## src/rtl/mem_stage_pkg.sv

```systemverilog
`default_nettype none
// ============================================================================
// Module      : mem_stage_pkg
// Description : Shared widths, write-back control bit positions and MEM-stage
//               FSM state encoding for the RISC-V pipeline.
// Revision    : 1.0
// ============================================================================
package mem_stage_pkg;

    localparam int CPU_WIDTH      = 32;
    localparam int REG_ADDR_WIDTH = 5;
    localparam int WB_CTRL        = 2;

    localparam int WB_REG_WRITE   = 1;
    localparam int WB_MEM_TO_REG  = 0;

    typedef enum logic [1:0] {
        IDLE   = 2'd0,
        ACCESS = 2'd1,
        DONE   = 2'd2
    } state_e;

endpackage
`default_nettype wire

```

## src/rtl/mem_stage_if.sv

```systemverilog
`default_nettype none
// ============================================================================
// Module      : mem_stage_if
// Description : Data-memory req/ack bus between the MEM stage and memory.
// Revision    : 1.0
// ============================================================================
interface mem_stage_if
    import mem_stage_pkg::*;
();
    logic                 dmem_req;
    logic                 dmem_we;
    logic [CPU_WIDTH-1:0] dmem_addr;
    logic [CPU_WIDTH-1:0] dmem_wdata;
    logic                 dmem_ack;
    logic [CPU_WIDTH-1:0] dmem_rdata;

    modport master (
        output dmem_req, dmem_we, dmem_addr, dmem_wdata,
        input  dmem_ack, dmem_rdata
    );

    modport slave (
        input  dmem_req, dmem_we, dmem_addr, dmem_wdata,
        output dmem_ack, dmem_rdata
    );
endinterface
`default_nettype wire

```

## src/rtl/mem_wb.sv

```systemverilog
`default_nettype none
// ============================================================================
// Module      : mem_wb
// Description : MEM/WB pipeline register with load-enable and bubble insert.
// Revision    : 1.0
// ============================================================================
module mem_wb
    import mem_stage_pkg::*;
(
    input  logic                      clk,
    input  logic                      rstn,
    input  logic                      load_en,
    input  logic                      bubble,
    input  logic [WB_CTRL-1:0]        wb_d,
    input  logic [CPU_WIDTH-1:0]      rdata_d,
    input  logic [CPU_WIDTH-1:0]      alu_d,
    input  logic [REG_ADDR_WIDTH-1:0] wreg_d,
    input  logic [CPU_WIDTH-1:0]      pc_d,
    output logic [WB_CTRL-1:0]        wb_q,
    output logic [CPU_WIDTH-1:0]      rdata_q,
    output logic [CPU_WIDTH-1:0]      alu_q,
    output logic [REG_ADDR_WIDTH-1:0] wreg_q,
    output logic [CPU_WIDTH-1:0]      pc_q
);

    // A bubble only kills the control bits; data fields keep their old values.
    always_ff @(posedge clk or negedge rstn) begin
        if (!rstn) begin
            wb_q    <= '0;
            rdata_q <= '0;
            alu_q   <= '0;
            wreg_q  <= '0;
            pc_q    <= '0;
        end else if (bubble) begin
            wb_q    <= '0;
        end else if (load_en) begin
            wb_q    <= wb_d;
            rdata_q <= rdata_d;
            alu_q   <= alu_d;
            wreg_q  <= wreg_d;
            pc_q    <= pc_d;
        end
    end

endmodule
`default_nettype wire

```

## src/rtl/mem_stage.sv

```systemverilog
`default_nettype none
// ============================================================================
// Module      : mem_stage
// Description : RISC-V MEM stage: branch resolve, req/ack load/store with
//               timeout, pipeline stall and MEM/WB register.
// Revision    : 1.0
// ============================================================================
module mem_stage
    import mem_stage_pkg::*;
#(
    parameter int TIMEOUT = 15
) (
    input  logic                      clk,
    input  logic                      rstn,
    input  logic [WB_CTRL-1:0]        wb_i,
    input  logic                      branch_i,
    input  logic                      mem_write_i,
    input  logic                      mem_read_i,
    input  logic [CPU_WIDTH-1:0]      alu_result_i,
    input  logic                      zero_i,
    input  logic [CPU_WIDTH-1:0]      read_2_data_i,
    input  logic [REG_ADDR_WIDTH-1:0] wreg_addr_i,
    input  logic [CPU_WIDTH-1:0]      pc_shift_i,
    input  logic [CPU_WIDTH-1:0]      pc_trans_i,
    mem_stage_if.master               dmem,
    output logic                      mem_stall_o,
    output logic                      branch_taken_o,
    output logic [CPU_WIDTH-1:0]      branch_target_o,
    output logic                      bus_err_o,
    output logic [WB_CTRL-1:0]        wb_o,
    output logic [CPU_WIDTH-1:0]      mem_rdata_o,
    output logic [CPU_WIDTH-1:0]      alu_result_o,
    output logic [REG_ADDR_WIDTH-1:0] wreg_addr_o,
    output logic [CPU_WIDTH-1:0]      pc_trans_o
);

    localparam int               CNT_W      = $clog2(TIMEOUT + 1);
    localparam logic [CNT_W-1:0] C_CNT_LAST = CNT_W'(TIMEOUT - 1);

    state_e               r_state;
    state_e               w_state_next;
    logic [CNT_W-1:0]     r_cnt;
    logic                 r_req;
    logic                 r_we;
    logic [CPU_WIDTH-1:0] r_addr;
    logic [CPU_WIDTH-1:0] r_wdata;
    logic [CPU_WIDTH-1:0] r_load_buf;
    logic                 r_err;
    logic                 r_bus_err;

    logic                 w_access;
    logic                 w_issue;
    logic                 w_ack_ok;
    logic                 w_timeout;
    logic                 w_stall;
    logic [WB_CTRL-1:0]   w_wb_d;
    logic [CPU_WIDTH-1:0] w_rdata_d;

    assign w_access = mem_read_i | mem_write_i;

    always_ff @(posedge clk or negedge rstn) begin
        if (!rstn) begin
            r_state <= IDLE;
        end else begin
            r_state <= w_state_next;
        end
    end

    // An ack in the final allowed cycle wins over the timeout.
    always_comb begin
        w_state_next = r_state;
        w_issue      = 1'b0;
        w_ack_ok     = 1'b0;
        w_timeout    = 1'b0;
        w_stall      = 1'b0;
        case (r_state)
            IDLE: begin
                if (w_access) begin
                    w_stall      = 1'b1;
                    w_issue      = 1'b1;
                    w_state_next = ACCESS;
                end
            end
            ACCESS: begin
                w_stall = 1'b1;
                if (dmem.dmem_ack) begin
                    w_ack_ok     = 1'b1;
                    w_state_next = DONE;
                end else if (r_cnt == C_CNT_LAST) begin
                    w_timeout    = 1'b1;
                    w_state_next = DONE;
                end
            end
            DONE:    w_state_next = IDLE;
            default: w_state_next = IDLE;
        endcase
    end

    always_ff @(posedge clk or negedge rstn) begin
        if (!rstn) begin
            r_cnt      <= '0;
            r_req      <= 1'b0;
            r_we       <= 1'b0;
            r_addr     <= '0;
            r_wdata    <= '0;
            r_load_buf <= '0;
            r_err      <= 1'b0;
            r_bus_err  <= 1'b0;
        end else begin
            r_bus_err <= w_timeout;
            if (w_issue) begin
                r_req   <= 1'b1;
                r_we    <= mem_write_i;
                r_addr  <= alu_result_i;
                r_wdata <= read_2_data_i;
                r_err   <= 1'b0;
            end else if (w_ack_ok) begin
                r_req      <= 1'b0;
                r_we       <= 1'b0;
                r_load_buf <= dmem.dmem_rdata;
            end else if (w_timeout) begin
                r_req      <= 1'b0;
                r_we       <= 1'b0;
                r_load_buf <= '0;
                r_err      <= 1'b1;
            end
            if (r_state == ACCESS) begin
                r_cnt <= r_cnt + 1'b1;
            end else begin
                r_cnt <= '0;
            end
        end
    end

    // A bus-errored instruction must not update the register file.
    always_comb begin
        w_wb_d = wb_i;
        if ((r_state == DONE) && r_err) begin
            w_wb_d[WB_REG_WRITE] = 1'b0;
        end
    end

    assign w_rdata_d = (r_state == DONE) ? r_load_buf : '0;

    mem_wb u_mem_wb (
        .clk     (clk),
        .rstn    (rstn),
        .load_en (~w_stall),
        .bubble  (w_stall),
        .wb_d    (w_wb_d),
        .rdata_d (w_rdata_d),
        .alu_d   (alu_result_i),
        .wreg_d  (wreg_addr_i),
        .pc_d    (pc_trans_i),
        .wb_q    (wb_o),
        .rdata_q (mem_rdata_o),
        .alu_q   (alu_result_o),
        .wreg_q  (wreg_addr_o),
        .pc_q    (pc_trans_o)
    );

    assign dmem.dmem_req   = r_req;
    assign dmem.dmem_we    = r_we;
    assign dmem.dmem_addr  = r_addr;
    assign dmem.dmem_wdata = r_wdata;

    assign mem_stall_o     = w_stall;
    assign branch_taken_o  = branch_i & zero_i & (r_state == IDLE);
    assign branch_target_o = pc_shift_i;
    assign bus_err_o       = r_bus_err;

endmodule
`default_nettype wire

```

## src/flat_wrapper.sv

```systemverilog
// flat-port wrapper written by rule: the top's interface ports become plain ports
module mem_stage_flat import mem_stage_pkg::*;
#(
    parameter int TIMEOUT = 15
)
  (clk, rstn, wb_i, branch_i, mem_write_i, mem_read_i, alu_result_i, zero_i, read_2_data_i, wreg_addr_i, pc_shift_i, pc_trans_i, mem_stall_o, branch_taken_o, branch_target_o, bus_err_o, wb_o, mem_rdata_o, alu_result_o, wreg_addr_o, pc_trans_o, dmem_dmem_req, dmem_dmem_we, dmem_dmem_addr, dmem_dmem_wdata, dmem_dmem_ack, dmem_dmem_rdata);
  mem_stage_if dmem_i ();
  input  logic clk;
  input  logic rstn;
  input  logic [WB_CTRL-1:0] wb_i;
  input  logic branch_i;
  input  logic mem_write_i;
  input  logic mem_read_i;
  input  logic [CPU_WIDTH-1:0] alu_result_i;
  input  logic zero_i;
  input  logic [CPU_WIDTH-1:0] read_2_data_i;
  input  logic [REG_ADDR_WIDTH-1:0] wreg_addr_i;
  input  logic [CPU_WIDTH-1:0] pc_shift_i;
  input  logic [CPU_WIDTH-1:0] pc_trans_i;
  output logic mem_stall_o;
  output logic branch_taken_o;
  output logic [CPU_WIDTH-1:0] branch_target_o;
  output logic bus_err_o;
  output logic [WB_CTRL-1:0] wb_o;
  output logic [CPU_WIDTH-1:0] mem_rdata_o;
  output logic [CPU_WIDTH-1:0] alu_result_o;
  output logic [REG_ADDR_WIDTH-1:0] wreg_addr_o;
  output logic [CPU_WIDTH-1:0] pc_trans_o;
  output wire logic [$bits(dmem_i.dmem_req)-1:0] dmem_dmem_req;
  output wire logic [$bits(dmem_i.dmem_we)-1:0] dmem_dmem_we;
  output wire logic [$bits(dmem_i.dmem_addr)-1:0] dmem_dmem_addr;
  output wire logic [$bits(dmem_i.dmem_wdata)-1:0] dmem_dmem_wdata;
  input wire logic [$bits(dmem_i.dmem_ack)-1:0] dmem_dmem_ack;
  input wire logic [$bits(dmem_i.dmem_rdata)-1:0] dmem_dmem_rdata;
  assign dmem_dmem_req = dmem_i.dmem_req;
  assign dmem_dmem_we = dmem_i.dmem_we;
  assign dmem_dmem_addr = dmem_i.dmem_addr;
  assign dmem_dmem_wdata = dmem_i.dmem_wdata;
  assign dmem_i.dmem_ack = dmem_dmem_ack;
  assign dmem_i.dmem_rdata = dmem_dmem_rdata;
  mem_stage #(.TIMEOUT(TIMEOUT)) u_core (.clk(clk), .rstn(rstn), .wb_i(wb_i), .branch_i(branch_i), .mem_write_i(mem_write_i), .mem_read_i(mem_read_i), .alu_result_i(alu_result_i), .zero_i(zero_i), .read_2_data_i(read_2_data_i), .wreg_addr_i(wreg_addr_i), .pc_shift_i(pc_shift_i), .pc_trans_i(pc_trans_i), .dmem(dmem_i), .mem_stall_o(mem_stall_o), .branch_taken_o(branch_taken_o), .branch_target_o(branch_target_o), .bus_err_o(bus_err_o), .wb_o(wb_o), .mem_rdata_o(mem_rdata_o), .alu_result_o(alu_result_o), .wreg_addr_o(wreg_addr_o), .pc_trans_o(pc_trans_o));
endmodule
```

## config.mk

```make
export PLATFORM = sky130hd
export DESIGN_NAME = mem_stage_flat
export DESIGN_NICKNAME = d
export VERILOG_FILES = /design/src/rtl/mem_stage_pkg.sv /design/src/rtl/mem_stage_if.sv /design/src/rtl/mem_wb.sv /design/src/rtl/mem_stage.sv /design/src/flat_wrapper.sv
export SDC_FILE = /design/constraint.sdc
export NUM_CORES = 1
export LEC_CHECK = 0
export BUFFER_PORTS_ARGS = -buffer_cell sky130_fd_sc_hd__buf_4
export CAP_MARGIN = 10
export CORE_AREA = 2 2 147 149
export CTS_CLUSTER_SIZE = 40
export DETAILED_ROUTE_END_ITERATION = 6
export DIE_AREA = 0 0 149 151
export GPL_TIMING_DRIVEN = 0
export PLACE_DENSITY = 0.69
export SKIP_CTS_REPAIR_TIMING = 1
export SLEW_MARGIN = 20
export SYNTH_ARGS = -nofsm -noshare
export SYNTH_HDL_FRONTEND = slang
export SYNTH_SLANG_ARGS = --single-unit
```

## constraint.sdc

```tcl
create_clock -name clk -period 1.7 [get_ports clk]
set_input_delay 0.255 -clock clk [delete_from_list [all_inputs] [get_ports clk]]
set_output_delay 0.255 -clock clk [all_outputs]
set_load 0.1 [all_outputs]
```

==> summary.txt <==
======================================================================================
Crit Reg-Reg Endpoint                                                     u_core.u_mem_wb.wreg_q[3]
Max transition margin                                                            67.4%
Worst endpoint data arrival time                                               1.66 ns
Number of cells produced by synthesis                                              506
Number of cell rows                                                                 53
Synthesized flop and latch total                                                   209
Post-synth net total                                                               682
Tightest Pin Transition                                                       0.490 ns
Worst hold slack                                                            -0.0115 ns
Post-route insts no fill                                                          1313
Type of the setup path with the least slack                               flop to output pin
Leftover overflow at the end of global routing                                       0
DR vias/cell                                                                      4.75
Warning count from the yosys run                                                     0
Met1 Use GR                                                                      22.0%
Primary FF master, synth                                                  sky130_fd_sc_hd__dfrtp_1
EDFF count, synth                                                                    0
Met2 usage                                                                       31.2%
R2R depth                                                                            7
Total Routing Usage GR                                                           17.8%
Max Clock Skew                                                               0.0182 ns
Standard cell core area                                                    20800 sq um
Port-buffer cells                                                                  345
Unrepaired setup endpoints after global routing                                   true
Register clock-pin slew on the reported worst setup and hold paths             0.06 ns
Highest-count cells in the layout ignoring fill and taps                  sky130_fd_sc_hd__buf_4, sky130_fd_sc_hd__dfrtp_1, sky130_fd_sc_hd__dlygate4sd3_1, sky130_fd_sc_hd__mux2_2, sky130_fd_sc_hd__a22o_1
Number of hold-slack violations in the final timing report                           1
Final critical-path share of the clock period                                     113%
Classification of the worst-slack hold path                               primary input to flop
Setup WS post-layout                                                         -0.213 ns
Total die area                                                             22500 sq um
Number of design rule violations left after detail routing                           0
Share of synthesized flip-flops with an asynchronous set or reset                 100%
Most frequent standard cell in the layout excluding fill and tap cells    sky130_fd_sc_hd__buf_4
Total number of vias                                                              6232
Routed wire length per instance                                                17.6 um
Estimated wirelength of the detail-placed design                              15300 um
Crit-path leading delay family                                            buffers and inverters
Result of the run                                                         finished, violations left
Max Cap Viol                                                                         0
Mapped Avg Cell Area                                                        16.1 sq um
Critical path depth in cells                                                         6
Clock root buffer                                                         sky130_fd_sc_hd__clkbuf_16
Final ANT Viol Nets                                                                  0
Insertion delay to the later sink of the worst-skew pair                       0.51 ns
Number of antenna violations at the first check in global routing                    1
DIE HEIGHT                                                                      151 um
Placed Instance Area                                                       11100 sq um
Buffering stage count on the worst path with inverters included                      5
Number of setup violations in the final report                                       2
Area leader, netlist                                                      sky130_fd_sc_hd__dfrtp_1
Via count of the first global-routing pass                                        5953
Register-to-register setup slack                                               0.03 ns
Launch instance of the worst register-to-register path                    u_core.r_state[0]
Largest net degree at the start of global routing                                   98
Combined flip-flop and latch cell area                                      5230 sq um
Met3 GRT Util                                                                    4.01%
CTS buffer count                                                                    23
Synth unique cells                                                                  31
Finished Cell Area                                                         13500 sq um
Cells after DPL                                                                   1128
Clock tree from TritonCTS                                                         done
Cells traversed along the worst timing path                               buf_6, inv_4, a21oi_4, buf_12, buf_12, buf_12
TritonCTS sink count                                                               209
Data required time of the critical path                                        1.44 ns
Number of optimization iterations in the first detailed-route pass                   4
I/O pin total                                                                      378
Critical Path Max Stage Delay                                                  0.34 ns
Worst Setup EP                                                             mem_stall_o
Kind of end point of the critical path                                      output pin
Top cell type's share of synthesized area                                        64.2%
Highest-delay cell along the critical path                                sky130_fd_sc_hd__dfrtp_1
Largest fanout on the critical path                                                  5
Number of DRC markers after the initial detailed-route iteration                   224
Detailed-route wire length                                                    23100 um
Critical Path Start Type                                                          flop
Longest Clk Path Bufs                                                                3
Filler cell count                                                                 1584
Sum Neg Setup Slack                                                          -0.379 ns
Growth of design area from synthesis to finish                                   65.2%
Critical path's most frequent cell                                        sky130_fd_sc_hd__buf_12
Die extent in x                                                                 149 um
Netlist Area Pre-Place                                                      8150 sq um
Clock period minus final worst setup slack                                     1.91 ns
H-tree levels                                                                        1
Weighted congestion reported at the end of routability-driven placement          0.765
Timing-limited maximum frequency                                             0.523 GHz
Top cells by area in the synthesized netlist                              sky130_fd_sc_hd__dfrtp_1, sky130_fd_sc_hd__mux2_2, sky130_fd_sc_hd__mux2_4
Violated checks                                                           hold timing, setup timing
Worst setup path startpoint                                               u_core.r_state[0]
Count of pins over their slew limit                                                  0
Global-route wire length before repair                                        32000 um
Total Nets Final                                                                  1196
Multi-input logic area                                                      2430 sq um
Share of layout cells above drive strength 1                                     55.6%
Proportion of synthesized chip area in sequential cells                          64.2%
Most crowded layer after global routing                                           met2
Initial Utilization                                                              39.1%
======================================================================================
[synthesized netlist by cell type, types with 2 or more instances]
master,count
sky130_fd_sc_hd__nand3_1,3
sky130_fd_sc_hd__inv_1,4
sky130_fd_sc_hd__nor3_1,3
sky130_fd_sc_hd__buf_4,35
sky130_fd_sc_hd__buf_6,14
sky130_fd_sc_hd__and3_1,2
sky130_fd_sc_hd__a21oi_1,2
sky130_fd_sc_hd__mux2_2,70
sky130_fd_sc_hd__a22o_1,64
sky130_fd_sc_hd__mux2_4,38
sky130_fd_sc_hd__buf_2,12
sky130_fd_sc_hd__ha_1,2
sky130_fd_sc_hd__mux2_1,25
sky130_fd_sc_hd__dfrtp_1,209
sky130_fd_sc_hd__inv_2,2
sky130_fd_sc_hd__nor2_1,6
[metal layers]
metal,wire [um],up-vias
met5,0,-
met4,639,0
met3,1590,50
met2,11900,263
met1,8940,3106
li1,-,2813
[per-stage QoR]
step	utilization, %	hold WS (ns)	setup slack [ns]
6_report	64.6	-0.0115	-0.213
4_1_cts	57.3	-0.415	-0.852
3_5_place_dp	53.5	0.132	-0.286
2_1_floorplan	-	-0.0406	0.0285
3_3_place_gp	53.2	0.433	-1.16
5_1_grt	64.6	-0.000573	-0.287
[logic make-up after synthesis]
kind of cell / synth area share, %
buf+inv: 6.24
compound gates: 7.66
simple gates: 1.24
mux: 20.1
xor+xnor: 0.215
fa+ha+maj: 0.307
flops: 64.2
[how the worst min path moves through the flow]
stage                        from                          to  slack (ns)  cells after the start
CTS                          rstn  u_core.u_mem_wb.rdata_q[2]       -0.41                      1
global placement     u_core.r_err     u_core.u_mem_wb.wb_q[1]        0.43                      1
finish              pc_trans_i[1]     u_core.u_mem_wb.pc_q[1]       -0.01                      2
detailed placement           rstn  u_core.u_mem_wb.rdata_q[5]        0.13                      1
global route        pc_trans_i[1]     u_core.u_mem_wb.pc_q[1]     -0.0006                      2
floorplan                    rstn            u_core.bus_err_o       -0.04                      0
[area by class of cell]
cell class              count  area share (%)
clock inverters             8           0.697
clock buffers              33            5.23
diodes                      2          0.0372
multi-input cells         229            18.1
inverters                   6           0.186
plain buffers              60            3.92
repair buffers            491            30.4
well taps                 275            2.56
flip-flops and latches    209            38.9
[state kept, by name, summed over array words and instances (netlist names)]
register and flops:
u_core.dmem.dmem_wdata 32, u_core.r_cnt 4, u_core.u_mem_wb.rdata_q 32, u_core.dmem.dmem_addr 32, u_core.dmem.dmem_we 1, u_core.bus_err_o 1
u_core.u_mem_wb.pc_q 32, u_core.r_err 1, u_core.r_state 2, u_core.u_mem_wb.wreg_q 5, u_core.dmem.dmem_req 1, u_core.u_mem_wb.wb_q 2
u_core.r_load_buf 32, u_core.u_mem_wb.alu_q 32
Power is left out: the tool's default activity adds up to more than one toggle a clock period on the data nets, which glitch-free logic cannot reach.
